==> src/rtl/flag_sequencer.sv <==
`default_nettype none
// ==========================================================================
// flag_sequencer : frame-rate flag scheduler with optional top-down wipe
// Optional feature macro: FLAG_SEQ_WIPE_EN              Revision: 1.0
// ==========================================================================
module flag_sequencer #(
  parameter int NUM_FLAGS   = 16,
  parameter int SEL_W       = 5,
  parameter int HOLD_FRAMES = 300,
  parameter int WIPE_STEP   = 16
) (
  input  logic             clk,
  input  logic             reset,
  input  logic             vsync,
  input  logic             btn_next,
  input  logic             btn_prev,
  input  logic             pause,
  output logic [SEL_W-1:0] flag_sel,
  output logic [SEL_W-1:0] prev_sel,
  output logic [9:0]       wipe_y,
  output logic             busy
);

`ifdef FLAG_SEQ_WIPE_EN
  localparam bit WIPE_EN = 1'b1;
`else
  localparam bit WIPE_EN = 1'b0;
`endif

  localparam logic [9:0]       ROWS      = 10'd480;
  localparam logic [10:0]      STEP      = 11'(WIPE_STEP);
  localparam logic [15:0]      HOLD_LAST = 16'(HOLD_FRAMES - 1);
  localparam logic [SEL_W-1:0] LAST_FLAG = SEL_W'(NUM_FLAGS - 1);

  typedef enum logic [0:0] {
    S_HOLD = 1'b0,
    S_WIPE = 1'b1
  } state_t;

  state_t           state_q, state_d;
  logic             vsync_q;
  logic [1:0]       next_sync_q, next_sync_d, prev_sync_q, prev_sync_d;
  logic [1:0]       next_s_q, next_s_d, prev_s_q, prev_s_d;
  logic             next_lvl_q, next_lvl_d, prev_lvl_q, prev_lvl_d;
  logic [15:0]      hold_cnt_q, hold_cnt_d;
  logic [SEL_W-1:0] flag_sel_q, flag_sel_d, prev_sel_q, prev_sel_d;
  logic [9:0]       wipe_y_q, wipe_y_d;
  logic [10:0]      wipe_sum;
  logic             tick, next_ev, prev_ev, adv_up, adv_dn;

  // Button conditioning: 2-flop sync on clk, then frame-rate sampling/debounce.
  always_comb begin
    tick        = vsync & ~vsync_q;
    next_sync_d = {next_sync_q[0], btn_next};
    prev_sync_d = {prev_sync_q[0], btn_prev};
    next_s_d    = next_s_q;
    prev_s_d    = prev_s_q;
    next_lvl_d  = next_lvl_q;
    prev_lvl_d  = prev_lvl_q;
    if (tick) begin
      next_s_d = {next_s_q[0], next_sync_q[1]};
      prev_s_d = {prev_s_q[0], prev_sync_q[1]};
      if (next_s_d[1] == next_s_d[0]) next_lvl_d = next_s_d[0];
      if (prev_s_d[1] == prev_s_d[0]) prev_lvl_d = prev_s_d[0];
    end
    next_ev = tick & next_lvl_d & ~next_lvl_q;
    prev_ev = tick & prev_lvl_d & ~prev_lvl_q;
  end

  always_comb begin
    state_d    = state_q;
    hold_cnt_d = hold_cnt_q;
    flag_sel_d = flag_sel_q;
    prev_sel_d = prev_sel_q;
    wipe_y_d   = wipe_y_q;
    adv_up     = 1'b0;
    adv_dn     = 1'b0;
    wipe_sum   = {1'b0, wipe_y_q} + STEP;

    if (tick) begin
      case (state_q)
        S_HOLD: begin
          if (next_ev && !prev_ev) begin
            adv_up = 1'b1;
          end else if (prev_ev && !next_ev) begin
            adv_dn = 1'b1;
          end else if (!pause) begin
            if (hold_cnt_q == HOLD_LAST) adv_up = 1'b1;
            else                         hold_cnt_d = hold_cnt_q + 16'd1;
          end
        end
        S_WIPE: begin
          // Button events arriving mid-wipe are dropped on purpose.
          if (wipe_sum >= {1'b0, ROWS}) begin
            wipe_y_d   = ROWS;
            prev_sel_d = flag_sel_q;
            state_d    = S_HOLD;
          end else begin
            wipe_y_d = wipe_sum[9:0];
          end
        end
        default: state_d = S_HOLD;
      endcase
    end

    if (adv_up || adv_dn) begin
      if (adv_up) flag_sel_d = (flag_sel_q == LAST_FLAG) ? '0 : flag_sel_q + SEL_W'(1);
      else        flag_sel_d = (flag_sel_q == '0) ? LAST_FLAG : flag_sel_q - SEL_W'(1);
      hold_cnt_d = '0;
      if (WIPE_EN) begin
        prev_sel_d = flag_sel_q;
        wipe_y_d   = '0;
        state_d    = S_WIPE;
      end else begin
        prev_sel_d = flag_sel_d;
      end
    end
  end

  always_ff @(posedge clk or posedge reset) begin
    if (reset) begin
      state_q     <= S_HOLD;
      vsync_q     <= 1'b0;
      next_sync_q <= '0;
      prev_sync_q <= '0;
      next_s_q    <= '0;
      prev_s_q    <= '0;
      next_lvl_q  <= 1'b0;
      prev_lvl_q  <= 1'b0;
      hold_cnt_q  <= '0;
      flag_sel_q  <= '0;
      prev_sel_q  <= '0;
      wipe_y_q    <= ROWS;
    end else begin
      state_q     <= state_d;
      vsync_q     <= vsync;
      next_sync_q <= next_sync_d;
      prev_sync_q <= prev_sync_d;
      next_s_q    <= next_s_d;
      prev_s_q    <= prev_s_d;
      next_lvl_q  <= next_lvl_d;
      prev_lvl_q  <= prev_lvl_d;
      hold_cnt_q  <= hold_cnt_d;
      flag_sel_q  <= flag_sel_d;
      prev_sel_q  <= prev_sel_d;
      wipe_y_q    <= wipe_y_d;
    end
  end

  assign flag_sel = flag_sel_q;
  assign prev_sel = prev_sel_q;
  assign wipe_y   = WIPE_EN ? wipe_y_q : ROWS;
  assign busy     = WIPE_EN & (state_q == S_WIPE);

endmodule
`default_nettype wire

==> config.mk <==
export PLATFORM = sky130hd
export DESIGN_NAME = flag_sequencer
export DESIGN_NICKNAME = d
export VERILOG_FILES = /design/src/rtl/flag_sequencer.sv
export SDC_FILE = /design/constraint.sdc
export NUM_CORES = 1
export LEC_CHECK = 0
export ABC_AREA = 1
export ABC_CLOCK_PERIOD_IN_PS = 3230
export BUFFER_PORTS_ARGS = -buffer_cell sky130_fd_sc_hd__buf_2
export CORE_MARGIN = 3
export CORE_UTILIZATION = 47
export CTS_BUF_LIST = sky130_fd_sc_hd__clkbuf_8
export DETAILED_ROUTE_END_ITERATION = 8
export PLACE_DENSITY = 0.63
export SLEW_MARGIN = 30
export SYNTH_ARGS = -nofsm -noshare
export SYNTH_HDL_FRONTEND = slang
export SYNTH_SLANG_ARGS = --single-unit
==> constraint.sdc <==
create_clock -name clk -period 3.23 [get_ports clk]
set_clock_uncertainty 0.05 [all_clocks]
set_input_delay 0.8075 -clock clk [delete_from_list [all_inputs] [get_ports clk]]
set_output_delay 0.8075 -clock clk [all_outputs]
set_load 0.01 [all_outputs]
Yosys cells after proc, flatten, opt, wreduce, memory -nomap -nowiden

Index checks and enable logic that the tools add are counted.

Latch bits: 0
Memories kept: 0
ROM bits: 0
Word-level logic and storage cells: 77
Bits in writable memories: 0
Register bits after elaboration: 46

Add/subtract/negate cells: 4
Multipliers: 0
Eq/ne operators: 9
Shift-type cells: 0
Multiplexer cells: 31
Divide/modulo/power cells: 0
Reduce and logical (&&, ||, !) cells: 12
Bitwise operators: 8
Order comparisons: 1

Operator list:

| kind                  | number |
|---|---|
| $mux 16               | 7 |
| $mux 5                | 7 |
| $add 16x1->16 const B | 1 |
| $eq 16x9->1 const B   | 1 |
| $mux 1                | 16 |
| $add 10x5->11 const B | 1 |
| $ge 11x9->1 const B   | 1 |
| $mux 10               | 1 |
| $ne 2x1->1 const B    | 5 |
| $reduce_and 6->1      | 1 |
| $reduce_bool 2->1     | 3 |
| $add 5x1->5 const B   | 1 |
| $and 1x1->1           | 5 |
| $eq 5x4->1 const B    | 1 |
| $logic_not 5->1       | 1 |
| $sub 5x1->5 const B   | 1 |
| $not 1->1             | 3 |
| $reduce_and 3->1      | 1 |
| $eq 1x1->1            | 2 |
| $logic_and 1x1->1     | 2 |
| $logic_not 1->1       | 2 |
| $reduce_and 2->1      | 1 |
| $logic_or 1x1->1      | 1 |

Logic depth before layout (Yosys ltp)

Gate-level depths: netlist of run 1.

Depth in word-level cells: 14
Gate-level depth with buffers: 14

Worst setup path before layout of run 1

OpenSTA, ideal clock, no wires.

Path kind: input-to-reg
From: in vsync
To: reg hold_cnt_q[4]
Library setup time: 118 ps
Arrival time: 1685 ps
Data required time: 3062 ps
Setup slack: 1377 ps
Cell stages on the path: 11
Buffers on the path: 1
Cell sequence: inv_2 nor2_4 nand3_2 clkinv_1 nand2_4 nand3_1 nand2_2 buf_6 nor2_4 xor2_1 nor2_1

Cells in the longest elaborated chain, start to end: 13

RTL lines:

| what                                                      | RTL line | text |
|---|---|---|
| start: declaration                                        | 14       | `input logic vsync,` |
| $and 1x1->1 (*)                                           | 53       | `tick = vsync & ~vsync_q;` |
| $mux 1                                                    | 60       | `if (tick) begin` |
| $and 1x1->1 (2 in series)                                 | 66       | `next_ev = tick & next_lvl_d & ~next_lvl_q;` |
| $logic_not 1->1                                           | 85       | `end else if (prev_ev && !next_ev) begin` |
| $logic_and 1x1->1                                         | 85       |  |
| $mux 1                                                    | 85       |  |
| $mux 1                                                    | 83       | `if (next_ev && !prev_ev) begin` |
| $mux 1                                                    | 81       | `case (state_q)` |
| $mux 1                                                    | 80       | `if (tick) begin` |
| $logic_or 1x1->1                                          | 106      | `if (adv_up \|\| adv_dn) begin` |
| $ne 2x1->1 (no line) or $reduce_bool 2->1 (tied branches) | -        |  |
| $reduce_and 6->1 (no line)                                | -        |  |
| end signal: assignment                                    | 143      | `hold_cnt_q <= hold_cnt_d;` |
| end: declaration                                          | 45       | `logic [15:0] hold_cnt_q, hold_cnt_d;` |

Every way passes the cells marked *; elsewhere a longest branch is shown, timed or not.
A chain may end at the register's enable or synchronous reset.

Worst setup path after layout of run 1

From: in vsync
To: reg hold_cnt_q[6]

The elaborated chain is that of the path after synthesis.

==> qor.yml, run 1 <==
grt_max_degree: 26
synth_edf_count: 0
num-fill-cells: 460
synth_async_sr_flop_share_pct: 100
cp_slowest_cell: "inv_2"
rows: 25
cp_slowest_stage_delay_ns: 0.29
mostFrequentLayoutCells: "nand2_1 (67), dfrtp_1 (38), inv_1 (33)"
grt_pass1_vias: 1787
routedWlPerCell_um: 11.5
vias: 1893
drtIter0Drc: 70
crit_fanout: 17
design_area_um2: 2690
p_per_area_nw_per_um2: 766
ant_nets: 0
syn_avg_cell_area_um2: 8.19
p_leak_nw: 1.36
clkLatencyLatePin_ns: 0.30
hold_viol: 0
ctsHoldBuffers: 0
crit_chain: "buf_2, inv_2, nor2_4, nand3_2, clkinv_1, nand2_4, nand3_1, nand2_2, inv_2, nand2_1, o21ai_2, a21oi_1"
arrival_ns: 2.16
cts_resized: 0
timing.final.crit_share_pct: 62.8
syn_area_um2: 2490
yosysSeqAreaShare_pct: 42.4
cpMostUsedCell: "inv_2"
power.total_mw: 2.06
clkTransAtPathRegs_ns: 0.08
chipWidth_um: 78.8
fin_ws_ns: 1.20
port_buffers: 15
cp-end-kind: "register"
finalHoldWorstSlack_ns: 0.302
synth_ff_type: "dfrtp_1"
max_freq_mhz: 493
cts-root-buf: "clkbuf_8"
synth_cell_type_count: 37
cp_top_family: "simple AND/OR/NAND/NOR gates"
start_util_pct: 50.7
dieArea_um2: 6210
setup.worst_path.start_class: "input port"
syn_inst: 304
ys_warn_count: 0
place_area_um2: 2580
routed_wl_um: 4500
place_ws_ns: 0.884
rsz0062_at_grt: "no"
core_area_um2: 4910
utilization_pct: 54.7
pin_count: 27
final_common_cell: "nand2_1"
numCtsBuffers: 5
maxSlewHeadroom_pct: 65.7
layout.nets: 333
clockBufferDepth: 2
grt_pass1_wl_um: 7910
period_minus_slack_ns: 2.03
antenna_found_initial: 0
layout.cells.non_filler: 390
diodes: 0
worst_pin_slew_ns: 0.513
drive_gt1_share_pct: 19.8
dp.cells: 382
synth_seq_cells: 42
globalRouteOverflowTotal: 0
dp_hpwl_um: 3380
drcViolationCount: 0
crit_buf_inv: 4
ir_worst_vdd_mv: 0.321
maxCapViolations: 0
cp_data_required_time_ns: 3.37
grt_usage_pct: 16.1
dr.pass1.iters: 4
tns_ns: 0
routed_via_density: 4.85
cts_setup_buffers: 0
area_growth_pct: 7.89
setup_viol: 0
cts_tree: "done"
status: "completed"
htree_levels: 2
die_h_um: 78.8
gp_congestion: 0.829
hold_class: "register to register"
slew_violations: 0
worstSetupPathType: "input port to register"
cts.sinks: 42
==> registers in the layout, indices dropped and copies added (netlist names), 2 cells and up <==
register	flops
flag_sel	5
hold_cnt_q	16
next_sync_q	2
prev_sel	5
prev_sync_q	2
wipe_y_q	6
==> layer usage <==
layer  routed length [um]  global-route usage (%)  up-vias
met5                    0                       0        -
met4                   39                    6.82        0
met3                  148                    3.85        5
met2                 2190                    25.7       26
met1                 2110                    20.9      879
li1                     -                       -      983
==> worst reg2reg max path, delay by kind of cell, from the launching register on <==
kind	cells	cell delay (ns)
and+or+nand+nor	8	0.94
DFF	1	0.36
buffers and inverters	2	0.23
adders and majority gates	1	0.22
==> final cells by class <==
class	instances	area, um2	share of cell area (%)
Inverter	41	159	5.91
Sequential cell	42	1060	39.3
Clock buffer	5	68.8	2.56
Tap cell	67	83.8	3.12
Clock inverter	3	41.3	1.54
Timing Repair Buffer	17	90.1	3.35
Multi-Input combinational cell	215	1190	44.2
==> path summary, 6_finish.rpt <==
| check | depth (start not counted) | to | slack [ns] | from |
|---|---|---|---|---|
| hold reg to reg | 0 | next_sync_q[1] | 0.30 | next_sync_q[0] |
| setup reg to reg | 11 | flag_sel[3] | 1.35 | hold_cnt_q[0] |
| min in group asynchronous | 2 | next_sync_q[0] | 0.48 | reset |
| setup / recovery | 12 | hold_cnt_q[6] | 1.20 | vsync |
| max in group asynchronous | 3 | hold_cnt_q[5] | 2.05 | reset |
| hold / removal | 0 | next_sync_q[1] | 0.30 | next_sync_q[0] |
==> cells in the mapped netlist, types with 3 or more instances <==
cell | n | share of area (%)
nand2_1 | 67 | 10
dfrtp_1 | 38 | 38
inv_1 | 33 | 5.0
nand3_1 | 28 | 5.6
nor2_1 | 25 | 3.8
buf_4 | 11 | 3.3
xor2_1 | 10 | 3.5
nand3_2 | 8 | 3.2
o21ai_1 | 7 | 1.4
a21oi_1 | 6 | 1.2
nor3_1 | 6 | 1.2
ha_1 | 5 | 2.5
inv_2 | 5 | 0.75
o21ai_0 | 5 | 1.0
dfstp_2 | 4 | 4.2
nand2_2 | 4 | 1.0
nand4_1 | 4 | 1.0
o21ai_2 | 4 | 1.4
a22oi_1 | 3 | 0.90
buf_6 | 3 | 1.4
nand2_4 | 3 | 1.4
nor2_4 | 3 | 1.4
o31ai_1 | 3 | 0.90
==> where the power goes <==
part / switching [mW] / leakage [nW] / internal, mW
Clock: 0.186 / 0.0556 / 0.228
Sequential: 0.178 / 0.517 / 0.714
Combinational: 0.460 / 0.786 / 0.293
Total: 0.824 / 1.36 / 1.24
==> logic make-up (layout without fill, tap and decap cells) <==
| family | Yosys count | after routing | share of synthesized area, % |
|---|---|---|---|
| AOI/OAI and AO/OA | 31 | 31 | 7.83 |
| xor gates and xnor gates | 12 | 12 | 4.22 |
| adders and majority gates | 5 | 5 | 2.51 |
| buffers and inverters | 56 | 66 | 11.3 |
| DFF | 42 | 42 | 42.4 |
| other | 2 | 11 | 0.301 |
| and+or+nand+nor | 156 | 156 | 31.5 |
(Power assumes the default switching activity.)
==> run 2: changes to the inputs <==
--- a/config.mk
+++ b/config.mk
@@ -6,7 +6,7 @@
 export NUM_CORES = 1
 export LEC_CHECK = 0
 export ABC_AREA = 1
-export ABC_CLOCK_PERIOD_IN_PS = 3230
+export ABC_CLOCK_PERIOD_IN_PS = 2000
 export BUFFER_PORTS_ARGS = -buffer_cell sky130_fd_sc_hd__buf_2
 export CORE_MARGIN = 3
 export CORE_UTILIZATION = 47
==> constraint.sdc (replaced) <==
create_clock -name clk -period 2 [get_ports clk]
set_clock_uncertainty 0.05 [all_clocks]
set_input_delay 0.5 -clock clk [delete_from_list [all_inputs] [get_ports clk]]
set_output_delay 0.5 -clock clk [all_outputs]
set_load 0.01 [all_outputs]
==> run 2 against run 1 <==
Compared with the run above:
- sequential share of layout area fell by 0.58 points
- final cell count rose by 1.0%
- global-route usage rose by 0.96 points
- first-iteration DRC count rose by 33%
==> qor.yml, run 2 (synthesis gave the netlist of run 1 again) <==
status: "completed"  # unchanged
area_growth_pct: 9.49  # was 7.89%
grt_pass1_wl_um: 8370  # was 7910 um
utilization_pct: 55.5  # was 54.7%
core_area_um2: 4910  # unchanged
cp_data_required_time_ns: 2.15  # was 3.37 ns
numCtsBuffers: 5  # unchanged
routed_via_density: 4.95  # was 4.85
p_per_area_nw_per_um2: 1250  # was 766 nW/um2
ant_nets: 0  # unchanged
top_register: "hold_cnt_q"  # unchanged
drcViolationCount: 0  # unchanged
grt_max_degree: 24  # was 26
worstSetupPathType: "register to register"  # was input port to register
ir_worst_vdd_mv: 0.524  # was 0.321 mV
pin_count: 27  # unchanged
rows: 25  # unchanged
port_buffers: 15  # unchanged
layout.nets: 337  # was 333
cp_slowest_cell: "dfstp_2"  # was inv_2
start_util_pct: 50.7  # unchanged
reg_top3: "hold_cnt_q: 16 flops, wipe_y_q: 6 flops"  # unchanged
r2r_start: "wipe_y_q[5]"  # was hold_cnt_q[0]
final_common_cell: "nand2_1"  # unchanged
dr.pass1.iters: 4  # unchanged
routedWlPerCell_um: 12.3  # was 11.5 um
arrival_ns: 1.98  # was 2.16 ns
place_area_um2: 2610  # was 2580 um2
setup_viol: 0  # unchanged
vias: 1950  # was 1893
max_freq_mhz: 546
reg2regPathDepth: 10  # was 11
tns_ns: 0  # unchanged
drive_gt1_share_pct: 21.1  # was 19.8%
cpMostUsedCell: "nand2_1"  # was inv_2
mostFrequentLayoutCells: "nand2_1 (67), dfrtp_1 (38), inv_1 (34)"  # was nand2_1 (67), dfrtp_1 (38), inv_1 (33)
dp_hpwl_um: 3520  # was 3380 um
chipWidth_um: 78.8  # unchanged
gp_congestion: 0.937  # was 0.829
cts-root-buf: "clkbuf_8"  # unchanged
design_area_um2: 2730  # was 2690 um2
cts.sinks: 42  # unchanged
die_h_um: 78.8  # unchanged
setup.worst_path.start_class: "register"  # was input port
drtIter0Drc: 93  # was 70
htree_levels: 2  # unchanged
cts_setup_buffers: 0  # unchanged
dieArea_um2: 6210  # unchanged
hold_viol: 0  # unchanged
timing.final.crit_share_pct: 91.6
clkLatencyLatePin_ns: 0.30  # about the same
maxCapViolations: 0  # unchanged
p_leak_nw: 1.38  # was 1.36 nW
period_minus_slack_ns: 1.83
cts_tree: "done"  # unchanged
grt_usage_pct: 17.1  # was 16.1%
antenna_found_initial: 0  # unchanged
ff2ff_setup_slack_ns: 0.17  # was 1.35 ns
clkTransAtPathRegs_ns: 0.09  # was 0.08 ns
largest_register_ffs: 16  # unchanged
cp-end-kind: "register"  # unchanged
crit_chain: "ha_1, nand3_1, xor2_2, nand3_1, nand2_1, nand2_1, nand2_4, inv_2, nand2_1, nand2_1"  # was buf_2, inv_2, nor2_4, nand3_2, clkinv_1, nand2_4, nand3_1, nand2_2, inv_2, nand2_1, o21ai_2, a21oi_1
hold_class: "input port to async pin"  # was register to register
diodes: 0  # unchanged
num-fill-cells: 468  # was 460
reg2reg_to: "prev_sel[3]"  # was flag_sel[3]
globalRouteOverflowTotal: 0  # unchanged
crit_fanout: 6  # was 17
cp_slowest_stage_delay_ns: 0.55  # was 0.29 ns
clockBufferDepth: 2  # unchanged
routed_wl_um: 4830  # was 4500 um
slew_violations: 0  # unchanged
grt_pass1_vias: 1880  # was 1787
==> run 2: cell count changes in the layout (fill, tap and decap cells not counted), sizes merged <==
cell,before,now
buf,17,21
==> run 2: repair_timing <==
action | CTS | global route
resized for setup | 0 | 2
hold buffers | 0 | 0
endpoints found under the setup margin | 0 | 5
endpoints found under the hold margin | 0 | 0
==> run 2: worst max-delay path by stage <==
| stage | startpoint | slack, ns | to |
|---|---|---|---|
| after floorplan | wipe_y_q[5] | 0.35 | prev_sel[4] |
| after global placement | vsync | 0.15 | prev_sel[0] |
| after detailed placement | vsync | 0.12 | prev_sel[3] |
| after CTS | hold_cnt_q[0] | 0.18 | prev_sel[3] |
| after global routing | wipe_y_q[5] | -0.03 | prev_sel[0] |
| final | wipe_y_q[5] | 0.17 | prev_sel[3] |
==> run 2: cell type report <==
class / instances / area [um2] / area share (%)
Clock buffer: 5 / 68.8 / 2.52
Tap cell: 67 / 83.8 / 3.07
Sequential cell: 42 / 1060 / 38.7
Inverter: 41 / 159 / 5.83
Timing Repair Buffer: 21 / 120 / 4.40
Multi-Input combinational cell: 215 / 1200 / 43.9
Clock inverter: 3 / 41.3 / 1.51
==> run 2: metrics by stage <==
step	power [mW]	cells	hold WS (ns)	setup WS [ns]
floorplan	2.40	313	0.281	0.352
global placement	2.70	386	0.283	0.153
finish	3.41	394	0.165	0.168
detailed placement	2.73	386	0.293	0.118
CTS	3.42	394	0.163	0.177
global route	3.72	394	0.190	-0.0294
==> run 2: routing by layer <==
metal	vias to the layer above	track usage, %	share of wire (%)
met2	53	26.9	48
met4	0	8.74	1.1
met1	897	22.3	47
met3	4	3.40	4.4
li1	996	-	-
met5	-	0	0
==> run 2: power by group <==
group	total (mW)	switching (mW)	internal (mW)
logic	1.29	0.783	0.502
clock network	0.668	0.300	0.368
registers	1.46	0.302	1.15
==> run 2: critical path: cells and delay by family, from the launching register on <==
| kind | cells | cell delay, ns |
|---|---|---|
| DFF | 1 | 0.55 |
| and+or+nand+nor | 7 | 0.69 |
| adders and majority gates | 1 | 0.17 |
| xor gates and xnor gates | 1 | 0.20 |
| buffers and inverters | 1 | 0.07 |
